**config.mk**
```make
export PLATFORM = sky130hd
export DESIGN_NAME = drive_command_arbiter
export DESIGN_NICKNAME = d
export VERILOG_FILES = /design/src/rtl/drive_command_arbiter.sv
export SDC_FILE = /design/constraint.sdc
export NUM_CORES = 1
export LEC_CHECK = 0
export CAP_MARGIN = 20
export CORE_UTILIZATION = 55
export DETAILED_ROUTE_END_ITERATION = 7
export GPL_TIMING_DRIVEN = 0
export PLACE_DENSITY_LB_ADDON = 0.12
export SLEW_MARGIN = 20
export SYNTH_ARGS = -nofsm -noshare
export SYNTH_HDL_FRONTEND = slang
export SYNTH_SLANG_ARGS = --single-unit
```
**constraint.sdc**
```tcl
create_clock -name clk -period 3.7 [get_ports clk]
set_input_delay 0.925 -clock clk [delete_from_list [all_inputs] [get_ports clk]]
set_output_delay 0.925 -clock clk [all_outputs]
set_load 0.005 [all_outputs]
```
**src/rtl/drive_command_arbiter.sv**
```systemverilog
// ---------------------------------------------------------------------------
// drive_command_arbiter
//
// Merges drive requests from the camera tracker and the microphone/FFT
// direction logic into one direction/speed command for drive_motor.
//   - Fixed priority: camera over microphone. A new owner keeps the grant for
//     at least HOLD_CYCLES clocks before a higher-priority requester may take
//     it. A lower-priority requester never preempts.
//   - Speed moves by one step every RAMP_CYCLES clocks. It always ramps to 0
//     before the direction is reversed or changed.
//   - An ultrasonic sample below TOO_CLOSE stops the drive at once and
//     latches the obstacle flag. The flag clears only on a sample at or above
//     TOO_CLOSE + HYST.
//
// Optional feature (compile-time macro ARB_WATCHDOG_EN):
//   When defined, WDOG_CYCLES clocks without any distance_valid strobe is
//   treated as an obstacle (fail-safe). When undefined, there is no
//   watchdog and the last obstacle decision persists.
//
// Ports
//   clk             in  1  system clock (50 MHz)
//   reset           in  1  synchronous, active-high
//   distance        in  8  ultrasonic distance, qualified by distance_valid
//   distance_valid  in  1  one-cycle sample strobe
//   cam_req         in  1  camera requester active
//   cam_direction   in  3  camera requested direction
//   cam_speed       in  3  camera requested speed
//   mic_req         in  1  microphone requester active
//   mic_direction   in  3  microphone requested direction
//   mic_speed       in  3  microphone requested speed
//   direction       out 3  0 STOP, 1 FWD, 2 REV, 3 LEFT, 4 RIGHT (5-7 = STOP)
//   speed           out 3  command speed 0..7
//   grant           out 2  0 none, 1 camera, 2 microphone
//   obstacle        out 1  safety stop latched
//   cmd_update      out 1  pulses in the cycle direction or speed changes
// ---------------------------------------------------------------------------
module drive_command_arbiter #(
    parameter logic [7:0] TOO_CLOSE   = 8'd20,
    parameter logic [7:0] HYST        = 8'd4,
    parameter int         HOLD_CYCLES = 5_000_000,
    parameter int         RAMP_CYCLES = 2_500_000,
    parameter int         WDOG_CYCLES = 50_000_000
) (
    input  logic       clk,
    input  logic       reset,
    input  logic [7:0] distance,
    input  logic       distance_valid,
    input  logic       cam_req,
    input  logic [2:0] cam_direction,
    input  logic [2:0] cam_speed,
    input  logic       mic_req,
    input  logic [2:0] mic_direction,
    input  logic [2:0] mic_speed,
    output logic [2:0] direction,
    output logic [2:0] speed,
    output logic [1:0] grant,
    output logic       obstacle,
    output logic       cmd_update
);

    localparam int HOLD_W = $clog2(HOLD_CYCLES + 1);
    localparam int RAMP_W = $clog2(RAMP_CYCLES + 1);

    localparam logic [HOLD_W-1:0] HOLD_LOAD = HOLD_W'(HOLD_CYCLES - 1);
    localparam logic [RAMP_W-1:0] RAMP_LAST = RAMP_W'(RAMP_CYCLES - 1);

    localparam logic [2:0] DIR_STOP  = 3'd0;
    localparam logic [2:0] DIR_FWD   = 3'd1;
    localparam logic [2:0] DIR_RIGHT = 3'd4;

    localparam logic [1:0] GR_NONE = 2'd0;
    localparam logic [1:0] GR_CAM  = 2'd1;
    localparam logic [1:0] GR_MIC  = 2'd2;

    typedef enum logic [1:0] {
        ST_IDLE      = 2'd0,
        ST_OWN       = 2'd1,
        ST_RAMP_DOWN = 2'd2,
        ST_OBSTACLE  = 2'd3
    } state_t;

    // One ramp step toward the target speed, taken only on a ramp tick.
    function automatic logic [2:0] ramp_step(input logic [2:0] cur,
                                             input logic [2:0] tgt,
                                             input logic       tick);
        logic [2:0] nxt;
        nxt = cur;
        if (tick) begin
            if (cur < tgt)
                nxt = cur + 3'd1;
            else if (cur > tgt)
                nxt = cur - 3'd1;
        end
        return nxt;
    endfunction

    // ------------------------------------------------------------------
    // Registers
    // ------------------------------------------------------------------
    state_t            r_state;
    logic [2:0]        r_dir;
    logic [2:0]        r_speed;
    logic [1:0]        r_grant;
    logic              r_obstacle;
    logic              r_cmd_update;
    logic [HOLD_W-1:0] r_hold;
    logic [RAMP_W-1:0] r_tick_cnt;

    // ------------------------------------------------------------------
    // Combinational signals
    // ------------------------------------------------------------------
    logic              w_tick;
    logic              w_too_close;
    logic              w_clear;
    logic              w_wdog_trip;
    logic              w_enter_obs;
    logic              w_own_req;
    logic [2:0]        w_own_dir;
    logic [2:0]        w_own_spd;
    logic              w_tgt_legal;
    logic [2:0]        w_tgt_dir;
    logic [2:0]        w_tgt_spd;
    logic [2:0]        w_dn_spd;
    logic [2:0]        w_idle_dir;
    logic [2:0]        w_step_spd;
    logic [1:0]        w_grant_nxt;
    logic [HOLD_W-1:0] w_hold_nxt;
    logic              w_release;
    state_t            w_state_nxt;
    logic [2:0]        w_dir_nxt;
    logic [2:0]        w_spd_nxt;
    logic              w_upd_nxt;

    assign w_tick = (r_tick_cnt == RAMP_LAST);

    // The clear threshold is formed in 9 bits so TOO_CLOSE + HYST never wraps.
    assign w_too_close = distance_valid && (distance < TOO_CLOSE);
    assign w_clear     = distance_valid &&
                         ({1'b0, distance} >= ({1'b0, TOO_CLOSE} + {1'b0, HYST}));

`ifdef ARB_WATCHDOG_EN
    localparam int WDOG_W = $clog2(WDOG_CYCLES + 1);
    localparam logic [WDOG_W-1:0] WDOG_LIMIT = WDOG_W'(WDOG_CYCLES);

    logic [WDOG_W-1:0] r_wdog;

    // Saturating count of clocks since the last distance sample.
    always_ff @(posedge clk) begin
        if (reset)
            r_wdog <= '0;
        else if (distance_valid)
            r_wdog <= '0;
        else if (r_wdog != WDOG_LIMIT)
            r_wdog <= r_wdog + WDOG_W'(1);
    end

    // A sample arriving in the expiry cycle counts as sensor activity.
    assign w_wdog_trip = (r_wdog == WDOG_LIMIT) && !distance_valid;
`else
    // No watchdog: never trips (the parameter is still referenced so the
    // interface stays identical between builds).
    assign w_wdog_trip = (WDOG_CYCLES < 0);
`endif

    assign w_enter_obs = w_too_close || w_wdog_trip;

    // Current owner's request, taken from the registered grant.
    always_comb begin
        w_own_req = 1'b0;
        w_own_dir = DIR_STOP;
        w_own_spd = 3'd0;
        case (r_grant)
            GR_CAM: begin
                w_own_req = cam_req;
                w_own_dir = cam_direction;
                w_own_spd = cam_speed;
            end
            GR_MIC: begin
                w_own_req = mic_req;
                w_own_dir = mic_direction;
                w_own_spd = mic_speed;
            end
            default: ;
        endcase
    end

    // Illegal direction codes, an explicit STOP, or speed 0 all mean STOP/0.
    assign w_tgt_legal = (w_own_dir >= DIR_FWD) && (w_own_dir <= DIR_RIGHT) &&
                         (w_own_spd != 3'd0);
    assign w_tgt_dir   = w_tgt_legal ? w_own_dir : DIR_STOP;
    assign w_tgt_spd   = w_tgt_legal ? w_own_spd : 3'd0;

    // Ramp-down step, and the direction used while winding down to STOP.
    assign w_dn_spd   = (w_tick && (r_speed != 3'd0)) ? (r_speed - 3'd1) : r_speed;
    assign w_idle_dir = (r_speed == 3'd0) ? DIR_STOP : r_dir;
    assign w_step_spd = ramp_step(r_speed, w_tgt_spd, w_tick);

    // ------------------------------------------------------------------
    // Arbitration: grant owner and hold counter
    // ------------------------------------------------------------------
    always_comb begin
        w_grant_nxt = r_grant;
        w_hold_nxt  = (r_hold != '0) ? (r_hold - HOLD_W'(1)) : '0;
        w_release   = 1'b0;
        case (r_state)
            ST_IDLE: begin
                w_hold_nxt = '0;
                if (cam_req) begin
                    w_grant_nxt = GR_CAM;
                    w_hold_nxt  = HOLD_LOAD;
                end else if (mic_req) begin
                    w_grant_nxt = GR_MIC;
                    w_hold_nxt  = HOLD_LOAD;
                end
            end
            ST_OWN, ST_RAMP_DOWN: begin
                if (!w_own_req) begin
                    // Owner dropped: release at once, ignoring the hold time.
                    // The owner's own req is low, so cam_req here means the
                    // owner was the microphone.
                    if (cam_req) begin
                        w_grant_nxt = GR_CAM;
                        w_hold_nxt  = HOLD_LOAD;
                    end else if (mic_req) begin
                        w_grant_nxt = GR_MIC;
                        w_hold_nxt  = HOLD_LOAD;
                    end else begin
                        w_grant_nxt = GR_NONE;
                        w_hold_nxt  = '0;
                        w_release   = 1'b1;
                    end
                end else if ((r_grant == GR_MIC) && cam_req && (r_hold == '0)) begin
                    w_grant_nxt = GR_CAM;
                    w_hold_nxt  = HOLD_LOAD;
                end
            end
            default: begin
                w_grant_nxt = GR_NONE;
                w_hold_nxt  = '0;
            end
        endcase
        if (w_enter_obs) begin
            w_grant_nxt = GR_NONE;
            w_hold_nxt  = '0;
        end
    end

    // ------------------------------------------------------------------
    // Motion: state, direction and speed
    // ------------------------------------------------------------------
    always_comb begin
        w_state_nxt = r_state;
        w_dir_nxt   = r_dir;
        w_spd_nxt   = r_speed;
        case (r_state)
            ST_IDLE: begin
                w_dir_nxt = w_idle_dir;
                w_spd_nxt = w_dn_spd;
                if (w_grant_nxt != GR_NONE)
                    w_state_nxt = ST_OWN;
            end
            ST_OWN: begin
                if (w_release) begin
                    w_dir_nxt   = w_idle_dir;
                    w_spd_nxt   = w_dn_spd;
                    w_state_nxt = ST_IDLE;
                end else if (w_tgt_dir != r_dir) begin
                    if (r_speed != 3'd0) begin
                        w_spd_nxt   = w_dn_spd;
                        w_state_nxt = ST_RAMP_DOWN;
                    end else begin
                        w_dir_nxt = w_tgt_dir;
                    end
                end else begin
                    w_spd_nxt = w_step_spd;
                end
            end
            ST_RAMP_DOWN: begin
                if (w_release) begin
                    w_dir_nxt   = w_idle_dir;
                    w_spd_nxt   = w_dn_spd;
                    w_state_nxt = ST_IDLE;
                end else if (r_speed == 3'd0) begin
                    // Fully stopped: take the new heading, then ramp up in OWN.
                    w_dir_nxt   = w_tgt_dir;
                    w_state_nxt = ST_OWN;
                end else begin
                    w_spd_nxt = w_dn_spd;
                end
            end
            default: begin
                w_dir_nxt = DIR_STOP;
                w_spd_nxt = 3'd0;
                if (w_clear)
                    w_state_nxt = ST_IDLE;
            end
        endcase
        // Obstacle entry overrides every other transition and skips the ramp.
        if (w_enter_obs) begin
            w_state_nxt = ST_OBSTACLE;
            w_dir_nxt   = DIR_STOP;
            w_spd_nxt   = 3'd0;
        end
    end

    assign w_upd_nxt = (w_dir_nxt != r_dir) || (w_spd_nxt != r_speed);

    // ------------------------------------------------------------------
    // State and output registers
    // ------------------------------------------------------------------
    always_ff @(posedge clk) begin
        if (reset) begin
            r_state      <= ST_IDLE;
            r_dir        <= DIR_STOP;
            r_speed      <= 3'd0;
            r_grant      <= GR_NONE;
            r_obstacle   <= 1'b0;
            r_cmd_update <= 1'b0;
            r_hold       <= '0;
            r_tick_cnt   <= '0;
        end else begin
            r_state      <= w_state_nxt;
            r_dir        <= w_dir_nxt;
            r_speed      <= w_spd_nxt;
            r_grant      <= w_grant_nxt;
            r_obstacle   <= (w_state_nxt == ST_OBSTACLE);
            r_cmd_update <= w_upd_nxt;
            r_hold       <= w_hold_nxt;
            r_tick_cnt   <= w_tick ? '0 : (r_tick_cnt + RAMP_W'(1));
        end
    end

    assign direction  = r_dir;
    assign speed      = r_speed;
    assign grant      = r_grant;
    assign obstacle   = r_obstacle;
    assign cmd_update = r_cmd_update;

endmodule

```
==> results.md <==
* Run status: finished, final reports clean
* Die Height at 83.78 um
* Ys async rst share at 0%
* NetSw at 608.9 uW
* Internal Pwr Total at 1.272 mW
* Via count at 3677
* M1 GR Usage at 35.01%
* Nets at 573
* Net Sw Frac at 32.38%
* FF+latch area at 0.001141 mm2
* TritonCTS Buffers at 9
* Routed length per instance at 15.03 um
* Gr busiest metal: met2
* WP data required at 3900 ps
* Least-Margin Pin Slew at 923.4 ps
* Placed Cells at 592
* HP Class: flip-flop to flip-flop
* Placed Area at 0.004095 mm2
* Core box area at 0.006386 mm2
* Antenna cell count at 0
* Setup WS pre-CTS at -676.3 ps
* Final GP Congestion at 0.9171
* Die W at 83.78 um
* #FFs+latches synth at 57
* GR Overflow Total at 0
* Setup Skew at 5.488 ps
* Initial antenna violation count at 0
* Critical path launch point type: input pin
* Footprint of the multi-input gates at 0.002504 mm2
* Via count of the first global-routing pass at 3302
* Post-route DRC at 0
* Synth warn at 0
* Fmax achieved at 0.2795 GHz
* Tot GR Track Use at 26.67%
* Ys flop type: dfxtp_1
* Post-route ant nets at 0
* Number of unique standard cell types used by synthesis at 58
* Slew HR at 37.87%
* Initial core utilization at 57.60%
* Drt via density at 5.989
* Largest net degree at the start of global routing at 11
* First-pass DRT Iterations at 4
* Worst path cell trace: clkdlybuf4s50_1 > o21ai_2 > nand4_1 > nor2b_4 > nor2_4 > nand2_4 > ha_4 > nor2b_4 > o21ai_4 > a221oi_1 > a21oi_2 > a211oi_2 > a211oi_2 > xnor2_1 > a41oi_1
* Crit Path Class: input pin to flip-flop
* CTS tree: yes
* CTS clock-pin slew for the worst setup and hold paths at 70 ps
* Cell Pwr Density at 418.7 mW/mm2
* Tcrit/Tclk final at 96.69%
* Final cell count without fillers at 614
* Max-slew violations at 0
* Drt total wl at 9.230 mm
* Layout area overhead at 22.11%
* Fill count at 526
* GR Util met2 at 44.27%
* Slowest stage cell, crit path: clkdlybuf4s50_1
* Final Cell Area at 0.004492 mm2
* DP HPWL at 6.464 mm
* Max FO, Critical Path at 5
* Mapped Avg Cell Area at 7.616 um2
* Global-route wire length before repair at 15.15 mm
* Leakage at 1.614 nW
* Worst hold margin at 461.3 ps
* Die area at 0.007019 mm2
* Worst IR drop on VDD at 0.0003052 V
* Cell Area, Synth at 0.003679 mm2
* Sink Count at 57
* Clk pwr share at 34.4%
* Combinational power share at 28.7%
* Mapped Cells at 483
* Sequential fraction of the synthesis area at 31.02%
* Setup ws final at 122.5 ps
* Ports at 35
* Global routing usage on met3 at 6.133%
* CP Capture Type: flip-flop
* Hold Fails Final Rpt at 0
* Share of layout cells above drive strength 1 at 10.06%
* CP Data Arrival Time at 3780 ps
* Rows at 29
* H-tree depth at 3
* Clock Path Buffers at 2
* Clk root buf: clkbuf_8
* IO buf count at 32
* Post-synth EDFFs at 0
* CP peak stage delay at 440 ps
* Final setup fails at 0
* CTS hold repair buffers at 0
* Detailed Route Iter0 Violations at 297
* Maxcap violations at 0
* Post-Syn Nets at 523
* Clock latency on the worst-skew pair at 340 ps
* Sequential share of power at 36.9%
* Post-route minimum period at 3577 ps
worst paths after layout:
| path | startpoint | end | slack [ps] | cells past startpoint |
|---|---|---|---|---|
| min | r_hold[15]$_SDFF_PP0_ | r_hold[15]$_SDFF_PP0_ | 460 | 2 |
| max reg2reg | grant[1]$_SDFF_PP0_ | cmd_update$_SDFF_PP0_ | 240 | 16 |
| min reg2reg | r_hold[15]$_SDFF_PP0_ | r_hold[15]$_SDFF_PP0_ | 460 | 2 |
| max | cam_direction[1] | cmd_update$_SDFF_PP0_ | 120 | 15 |
flip-flops by register name, indices dropped and copies added, names as in the netlist:
| register | count |
|---|---|
| r_hold | 23 |
| r_tick_cnt | 22 |
| direction | 3 |
| speed | 3 |
| grant | 2 |
| r_state | 2 |
| cmd_update | 1 |
| obstacle | 1 |
cell families after synthesis:
logic type | count (synthesis) | share of synthesized area [%]
simple gates | 209 | 27.65
compound gates | 120 | 21.22
flops | 57 | 31.02
xor+xnor | 41 | 9.762
buf+inv | 38 | 4.354
fa+ha+maj | 15 | 5.102
mux | 3 | 0.8843
final cells by class:
type	count	share of cell area [%]
well taps	77	2.145
multi-input cells	388	55.74
clock inverters	5	1.783
repair buffers	39	8.301
flip-flops and latches	57	25.40
inverters	17	1.421
clock buffers	10	3.064
plain buffers	21	2.145
critical path: cells and delay by family:
kind | cells | cell delay [ps]
and+or+nand+nor | 5 | 740
xor gates and xnor gates | 1 | 130
buffers and inverters | 1 | 440
AOI/OAI and AO/OA | 7 | 1260
adders and majority gates | 1 | 270
per-stage QoR:
step	utilization, %	setup TNS (ps)	power, mW
floorplan	-	0	1.062
global placement	64.13	-2481	1.187
detailed placement	64.13	-2913	1.195
CTS	68.18	0	1.854
global route	70.34	-82.49	1.986
finish	70.34	0	1.881
placed cells by master (no fill, tap or decap), drive strengths merged, types with 4 or more instances in the layout:
cell type,instances
a22o,5
nor2b,10
xor2,21
nor3,18
a22oi,11
dfxtp,57
ha,15
xnor2,20
nor4,12
a221oi,5
or2,4
a21oi,33
nand2,37
o21ai,34
nor2,69
or3,7
clkdlybuf4s50,32
inv,17
nand4,9
a211oi,7
clkbuf,26
nand3,16
nand2b,7
and3,8
buf,12
Yosys cell counts (3+ instances only):
cell type	count	share of area (%)
a211oi_1	6	1.2
a21oi_1	32	4.4
a221oi_1	4	0.95
a22o_1	5	1.2
a22oi_1	11	2.2
and2_1	3	0.51
and3_1	8	1.4
clkbuf_1	16	1.6
dfxtp_1	57	31
ha_1	15	5.1
inv_1	16	1.6
nand2_1	37	3.8
nand2b_1	7	1.2
nand3_1	16	2.2
nand4_1	9	1.5
nor2_1	69	7.0
nor2b_1	10	1.7
nor3_1	18	2.4
nor4_1	12	2.0
o21ai_0	31	4.2
o21ai_1	3	0.41
o31ai_1	3	0.61
or2_2	3	0.51
or3_1	7	1.2
or4_1	3	0.61
xnor2_1	20	4.8
xor2_1	21	5.0
timing repair:
| item | 4_1_cts | 5_1_grt |
|---|---|---|
| pin swaps | 1 | 12 |
| gates cloned | 0 | 0 |
| setup endpoints to repair | 3 | 4 |
| gates resized for setup | 9 | 21 |
| buffers inserted | 3 | 4 |
power groups by stage:
stage | Combinational, mW | Clock, mW | Sequential (mW)
after global routing | 0.604 | 0.682 | 0.700
after CTS | 0.505 | 0.657 | 0.693
after detailed placement | 0.489 | 0 | 0.706
final | 0.540 | 0.647 | 0.693
after global placement | 0.483 | 0 | 0.704
after floorplan | 0.364 | 0 | 0.698
routing by layer:
metal,part of all wire (%),vias up
met2,46,128
met3,6.5,14
met5,0,-
li1,-,1838
met1,47,1697
met4,1.2,0
Note: power is estimated with default switching activity, not from simulation.
